`src/rtl/kf_matmul_arbiter.sv`:
```
// Round-robin arbiter/sequencer for the shared Kalman-filter matrix-multiply engine.
// Grants one requester, issues the engine start, waits for completion or watchdog expiry.
module kf_matmul_arbiter #(
  parameter int unsigned N_REQ = 4,
  parameter int unsigned CFG_W = 16,
  parameter int unsigned TO_W  = 10
) (
  input  logic                   clk,
  input  logic                   rst_n,
  input  logic [N_REQ-1:0]       req,
  input  logic [N_REQ*CFG_W-1:0] req_cfg,
  output logic [N_REQ-1:0]       grant,
  output logic [N_REQ-1:0]       done,
  output logic                   mm_start,
  output logic [CFG_W-1:0]       mm_cfg,
  input  logic                   mm_done,
  output logic                   err_timeout,
  input  logic                   err_clr,
  output logic                   busy
);

  localparam int unsigned IDX_W = $clog2(N_REQ);
  // Watchdog value at the edge that would take it to its all-ones limit.
  localparam logic [TO_W-1:0] WD_LAST = {{(TO_W-1){1'b1}}, 1'b0};

  typedef enum logic [1:0] {IDLE, ISSUE, WAIT, RELEASE} state_t;

  state_t           state;
  logic [IDX_W-1:0] ptr;
  logic [IDX_W-1:0] owner;
  logic [IDX_W-1:0] win;
  logic [TO_W-1:0]  wd;
  logic [CFG_W-1:0] cfg_arr [N_REQ];
  logic             wd_expire;

  always_comb begin
    for (int unsigned i = 0; i < N_REQ; i++) begin
      cfg_arr[i] = req_cfg[i*CFG_W +: CFG_W];
    end
  end

  // Scan offsets from farthest to nearest so the nearest requester after ptr wins.
  always_comb begin
    win = ptr;
    for (int unsigned k = 0; k < N_REQ; k++) begin
      if (req[(32'(ptr) + N_REQ - k) % N_REQ]) begin
        win = IDX_W'((32'(ptr) + N_REQ - k) % N_REQ);
      end
    end
  end

  assign wd_expire = (wd == WD_LAST);

  always_ff @(posedge clk or negedge rst_n) begin
    if (!rst_n) begin
      state       <= IDLE;
      ptr         <= IDX_W'(N_REQ - 1);
      owner       <= '0;
      wd          <= '0;
      grant       <= '0;
      done        <= '0;
      mm_start    <= 1'b0;
      mm_cfg      <= '0;
      err_timeout <= 1'b0;
      busy        <= 1'b0;
    end else begin
      if (err_clr) begin
        err_timeout <= 1'b0;
      end
      case (state)
        IDLE: begin
          if (|req) begin
            state    <= ISSUE;
            owner    <= win;
            grant    <= N_REQ'(1) << win;
            mm_cfg   <= cfg_arr[win];
            mm_start <= 1'b1;
            busy     <= 1'b1;
          end
        end
        ISSUE: begin
          mm_start <= 1'b0;
          wd       <= '0;
          state    <= WAIT;
        end
        WAIT: begin
          wd <= wd + 1'b1;
          if (mm_done || wd_expire) begin
            done  <= N_REQ'(1) << owner;
            grant <= '0;
            state <= RELEASE;
            // A completion on the expiry edge wins; the set overrides a same-cycle clear.
            if (!mm_done) begin
              err_timeout <= 1'b1;
            end
          end
        end
        RELEASE: begin
          done  <= '0;
          ptr   <= owner;
          busy  <= 1'b0;
          state <= IDLE;
        end
        default: state <= IDLE;
      endcase
    end
  end

endmodule

```
`config.mk`:
```
export PLATFORM = sky130hd
export DESIGN_NAME = kf_matmul_arbiter
export DESIGN_NICKNAME = d
export VERILOG_FILES = /design/src/rtl/kf_matmul_arbiter.sv
export SDC_FILE = /design/constraint.sdc
export NUM_CORES = 1
export LEC_CHECK = 0
export CORE_MARGIN = 1.5
export CORE_UTILIZATION = 44
export DETAILED_ROUTE_END_ITERATION = 16
export PLACE_DENSITY = 0.82
export REMOVE_ABC_BUFFERS = 1
export SLEW_MARGIN = 20
export SYNTH_ARGS = -nofsm -noshare
export SYNTH_HDL_FRONTEND = slang
export SYNTH_SLANG_ARGS = --single-unit
export TNS_END_PERCENT = 5
```
`constraint.sdc`:
```
create_clock -name clk -period 2.35 [get_ports clk]
set_input_delay 0.47 -clock clk [delete_from_list [all_inputs] [get_ports clk]]
set_output_delay 0.47 -clock clk [all_outputs]
set_load 0.03 [all_outputs]
```
==> results.md, run 1 <==
Place:
- The worst slack at placement is -28.3 ps.
- The quantity of I/O buffers inserted on ports is 98.
- The congestion estimate from routability-driven global placement came to about 0.82.
- The post-detailed-placement half-perimeter wirelength is between 4000 and 5000 µm.
- Summing all placed instances gives a cell area of about 3600 µm².
- Once placement completed, the tool counted placed cells totaling between 400 and 500.

Global route:
- The global-route congestion overflow total is 0.
- The global router's overall resource usage is between 20% and 30%.
- The first global-routing pass estimated about 11,000 µm of wire.
- The via count of the first global-routing pass is 2,466.
- The largest net degree at the start of global routing is 44.
- The initial antenna violation count is 0.

STA:
- The minimum clock period after layout is just over 2000 ps.
- Between clock sinks in the finished design, the worst skew comes to between 4 and 5 ps.
- The setup violation total in the final timing report is 0.
- The number of slew-limit violations in the final report is 0.
- Setup repair after global routing left no endpoint under its margin.
- Setup slack closes at 293 ps.
- The final hold violation count was 0.
- At the pin with the least slew margin, the transition time is between 500 and 600 ps.
- In the finished design, the share of the clock period the worst path needs comes to between 80 and 90%.
- The accumulated negative setup slack is 0 ps.
- The fmax is 0.486 GHz.
- The worst relative slew slack is a little under two thirds.

Logic synthesis:
- By area the synthesized netlist is led by sky130_fd_sc_hd__dfrtp_1 (41%), sky130_fd_sc_hd__a211oi_1 (9.6%), sky130_fd_sc_hd__mux2i_1 (6.8%).
- The area of the mapped netlist is between 2000 and 2500 µm².
- The part of the Yosys area used for sequential elements is approximately 43%.
- Synthesis inferred between 40 and 50 register bits.
- The top cell type by area accounts for ~40% of the synthesized area.
- The dominant synthesized flop cell is sky130_fd_sc_hd__dfrtp_1.
- The share of synthesized flip-flops with an asynchronous set or reset is 100%.
- The library cell with the largest summed area after synthesis is sky130_fd_sc_hd__dfrtp_1.
- The count of distinct cell types in the synthesized netlist is 43.
- Synthesis produced around 270 cells.
- Yosys mapped a number of flops with a built-in enable equal to 0.
- During synthesis, Yosys emitted a total of 0 warnings.
- The average footprint of a synthesized cell is 9.18 µm².

Clock tree:
- Post-CTS repair changed the size of 0 cells.
- In this run the post-CTS setup repair buffer count came out at 0.
- The number of buffers added to fix hold violations after cts is 0.
- The clock drives 43 sinks.
- The later pin in the worst-skew pair is clocked with a latency of roughly 300 ps.
- The library cell used as clock root buffer is sky130_fd_sc_hd__clkbuf_8.
- The clock slew seen by the registers of the worst setup and hold paths is about 80 ps.
- The number of clock buffers inserted by TritonCTS is 5.
- The CTS tree is built.
- The H-tree was split into 2 levels.
- The maximum number of buffers from clock root to sink is 2.

Critical path:
- STA classifies the critical path endpoint as a flop.
- The kind of start point of the critical path is an input pin.
- The largest fanout on the critical path is 6.
- The number of cells traversed by the worst register-to-register path is 6.
- The data arrival time of the critical path is around 2300 ps.
- The worst endpoint required time is 2560 ps.
- The worst setup path is of the input pin to flop kind.

Finish:
- The final layout contains 454 nets.
- The share of layout cells above drive strength 1 is about 8%.
- The finished layout holds approximately 450 standard cells, fillers aside.
- The number of antenna repair diodes is 0.
- The final instance area is around 3700 µm².
- Relative to the synthesized area, the layout overhead comes to 47.4%.

Drt:
- After detailed routing, the number of remaining DRC violations is 0.
- After the first detailed-routing iteration, the DRC count stood at 176.
- The total wirelength of the detailed-routed design is approximately 6700 µm.
- The via density per instance is approximately 5.5.
- The first TritonRoute pass finished after 4 iterations.
- The overall via count from detail_route is 2,450.
- The number of antenna-violating nets in the routed design is 0.
- Dividing the detail-routed wire length by the instance count gives approximately 15 µm.

Floorplan:
- The placeable core area is approximately 5500 µm².
- The die covers just over 6000 µm².
- The number of core rows is 27.
- The die width is 78.3 µm.
- The die is ~78 µm tall.
- For this design the top-level I/O count stands at 99.
- The starting utilization of the core area is between 40 and 50%.

Pwr:
- Net switching is 45.1% of the power.
- In this run the static leakage power is between 1.5 and 2 nW.
- The cell-internal power is approximately 0.0023 W.
- The power per cell area is between 1000 and 1500 nW/µm².
- The sequential fraction of design power is 29.3%.
- The peak ir drop on the vdd network is 0.000576 V.
- The net switching power of the design is between 0.0015 and 0.002 W.
- The design draws approximately 0.0042 W.
- The combinational share of power is approximately 60%.
- The share of total power dissipated in the clock network is 10.8%.

Flow run:
- The number of max-cap violations is 0.

Run status:
- The flow ran to the end, and the final reports show no timing, DRC or antenna violations.

Worst hold path:
- The path class of the tightest hold or removal check is input pin to asynchronous set/reset pin.
==> sequential cells by signal (all words and copies together) (netlist names) <==
signal / count
busy: 1
done: 4
err_timeout: 1
grant: 4
mm_cfg: 16
mm_start: 1
owner: 2
ptr: 2
state: 2
wd: 10
==> cell usage in the layout, fill, tap and decap left out, drive strengths merged, types with 2 or more instances in the layout <==
cell type,Yosys,layout
clkbuf,6,7
mux2,2,2
dfstp,2,2
nand2,25,25
a211oi,32,32
mux2i,17,17
o21ai,15,15
nand2b,2,2
dfrtp,41,41
nor2,25,25
o41ai,2,2
a31oi,18,18
o31ai,3,3
nand3,10,10
nor3,5,5
a21o,2,2
o21a,2,2
a22o,2,2
clkdlybuf4s50,0,97
ha,6,6
buf,9,15
a21oi,4,4
inv,27,27
==> area by class of cell <==
cell class	count	area [µm²]
Inverter	27	101
Clock buffer	7	76.3
Sequential cell	43	1080
Multi-Input combinational cell	187	1220
Fill cell	455	1830
Clock inverter	1	5.00
Tap cell	72	90.1
Timing Repair Buffer	112	1110
==> worst paths after layout <==
check / startpoint / end / slack [ps]
setup / recovery: req[3] / mm_cfg[14]$_DFFE_PN0P_ / 290
hold / removal: rst_n / wd[6]$_DFFE_PN0P_ / 230
setup reg to reg: wd[0]$_DFFE_PN0P_ / done[0]$_DFFE_PN0P_ / 470
hold reg to reg: grant[2]$_DFFE_PN0P_ / grant[2]$_DFFE_PN0P_ / 490
max in group asynchronous: rst_n / ptr[0]$_DFFE_PN1P_ / 1730
min in group clk: grant[2]$_DFFE_PN0P_ / grant[2]$_DFFE_PN0P_ / 490
==> cells in the mapped netlist, types with 3 or more instances <==
cell	n
sky130_fd_sc_hd__dfrtp_1	41
sky130_fd_sc_hd__a211oi_1	32
sky130_fd_sc_hd__inv_1	27
sky130_fd_sc_hd__nand2_1	25
sky130_fd_sc_hd__nor2_1	25
sky130_fd_sc_hd__a31oi_1	18
sky130_fd_sc_hd__mux2i_1	17
sky130_fd_sc_hd__o21ai_0	15
sky130_fd_sc_hd__nand3_1	9
sky130_fd_sc_hd__clkbuf_1	6
sky130_fd_sc_hd__ha_1	6
sky130_fd_sc_hd__a21oi_1	4
sky130_fd_sc_hd__buf_6	4
sky130_fd_sc_hd__nor3_1	4
sky130_fd_sc_hd__buf_2	3
sky130_fd_sc_hd__o31ai_1	3
==> logic make-up (layout without fill, tap and decap cells) <==
family                   Yosys count  count (layout)  synth area share [%]
AND/OR/NAND/NOR                   77              77                  14.4
adder cells (fa/ha/maj)            6               6                  3.01
multiplexers                      19              19                  7.72
flip-flops                        43              43                  43.2
AO/OA/AOI/OAI                     83              83                  23.1
buffers and inverters             42             147                  7.82
XOR/XNOR                           2               2                 0.702
==> power groups by stage <==
| stage | sequential, W | clock, W | combinational [W] |
|---|---|---|---|
| 2_1_floorplan | 0.00161 | 0 | 0.00114 |
| 3_3_place_gp | 0.00124 | 0 | 0.00246 |
| 3_5_place_dp | 0.00125 | 0 | 0.00252 |
| 4_1_cts | 0.00124 | 0.000466 | 0.00253 |
| 5_1_grt | 0.00128 | 0.000487 | 0.00273 |
| 6_report | 0.00124 | 0.000455 | 0.00253 |
==> metrics by stage <==
stage / hold WS [ps] / util, %
after floorplan: 174 / -
final: 231 / 66.8
after detailed placement: 477 / 65.3
after global routing: 273 / 66.8
after CTS: 249 / 66.8
after global placement: 469 / 65.3
==> worst max-delay path: stages <==
cell and delay, ps:
sky130_fd_sc_hd__clkdlybuf4s50_1 550, sky130_fd_sc_hd__and2b_1 200, sky130_fd_sc_hd__o21ai_0 320, sky130_fd_sc_hd__and2_1 230
sky130_fd_sc_hd__nor2_1 110, sky130_fd_sc_hd__buf_4 170, sky130_fd_sc_hd__a211oi_1 210
==> layer usage <==
layer	part of all wire (%)	vias up	track usage (%)
li1	-	1183	-
met3	5.7	15	6.05
met2	47	92	36.9
met4	3.0	0	10.5
met5	0	-	0
met1	44	1160	28.7
No activity file was read; power rests on OpenSTA's default activity.
==> inputs of run 2 (changes only) <==
--- a/config.mk
+++ b/config.mk
@@ -10,7 +10,6 @@
 export DETAILED_ROUTE_END_ITERATION = 16
 export PLACE_DENSITY = 0.82
 export REMOVE_ABC_BUFFERS = 1
-export SLEW_MARGIN = 20
 export SYNTH_ARGS = -nofsm -noshare
 export SYNTH_HDL_FRONTEND = slang
 export SYNTH_SLANG_ARGS = --single-unit
==> results of run 2 <==
No change in the layout: final DEF, timing and power equal those of run 1.
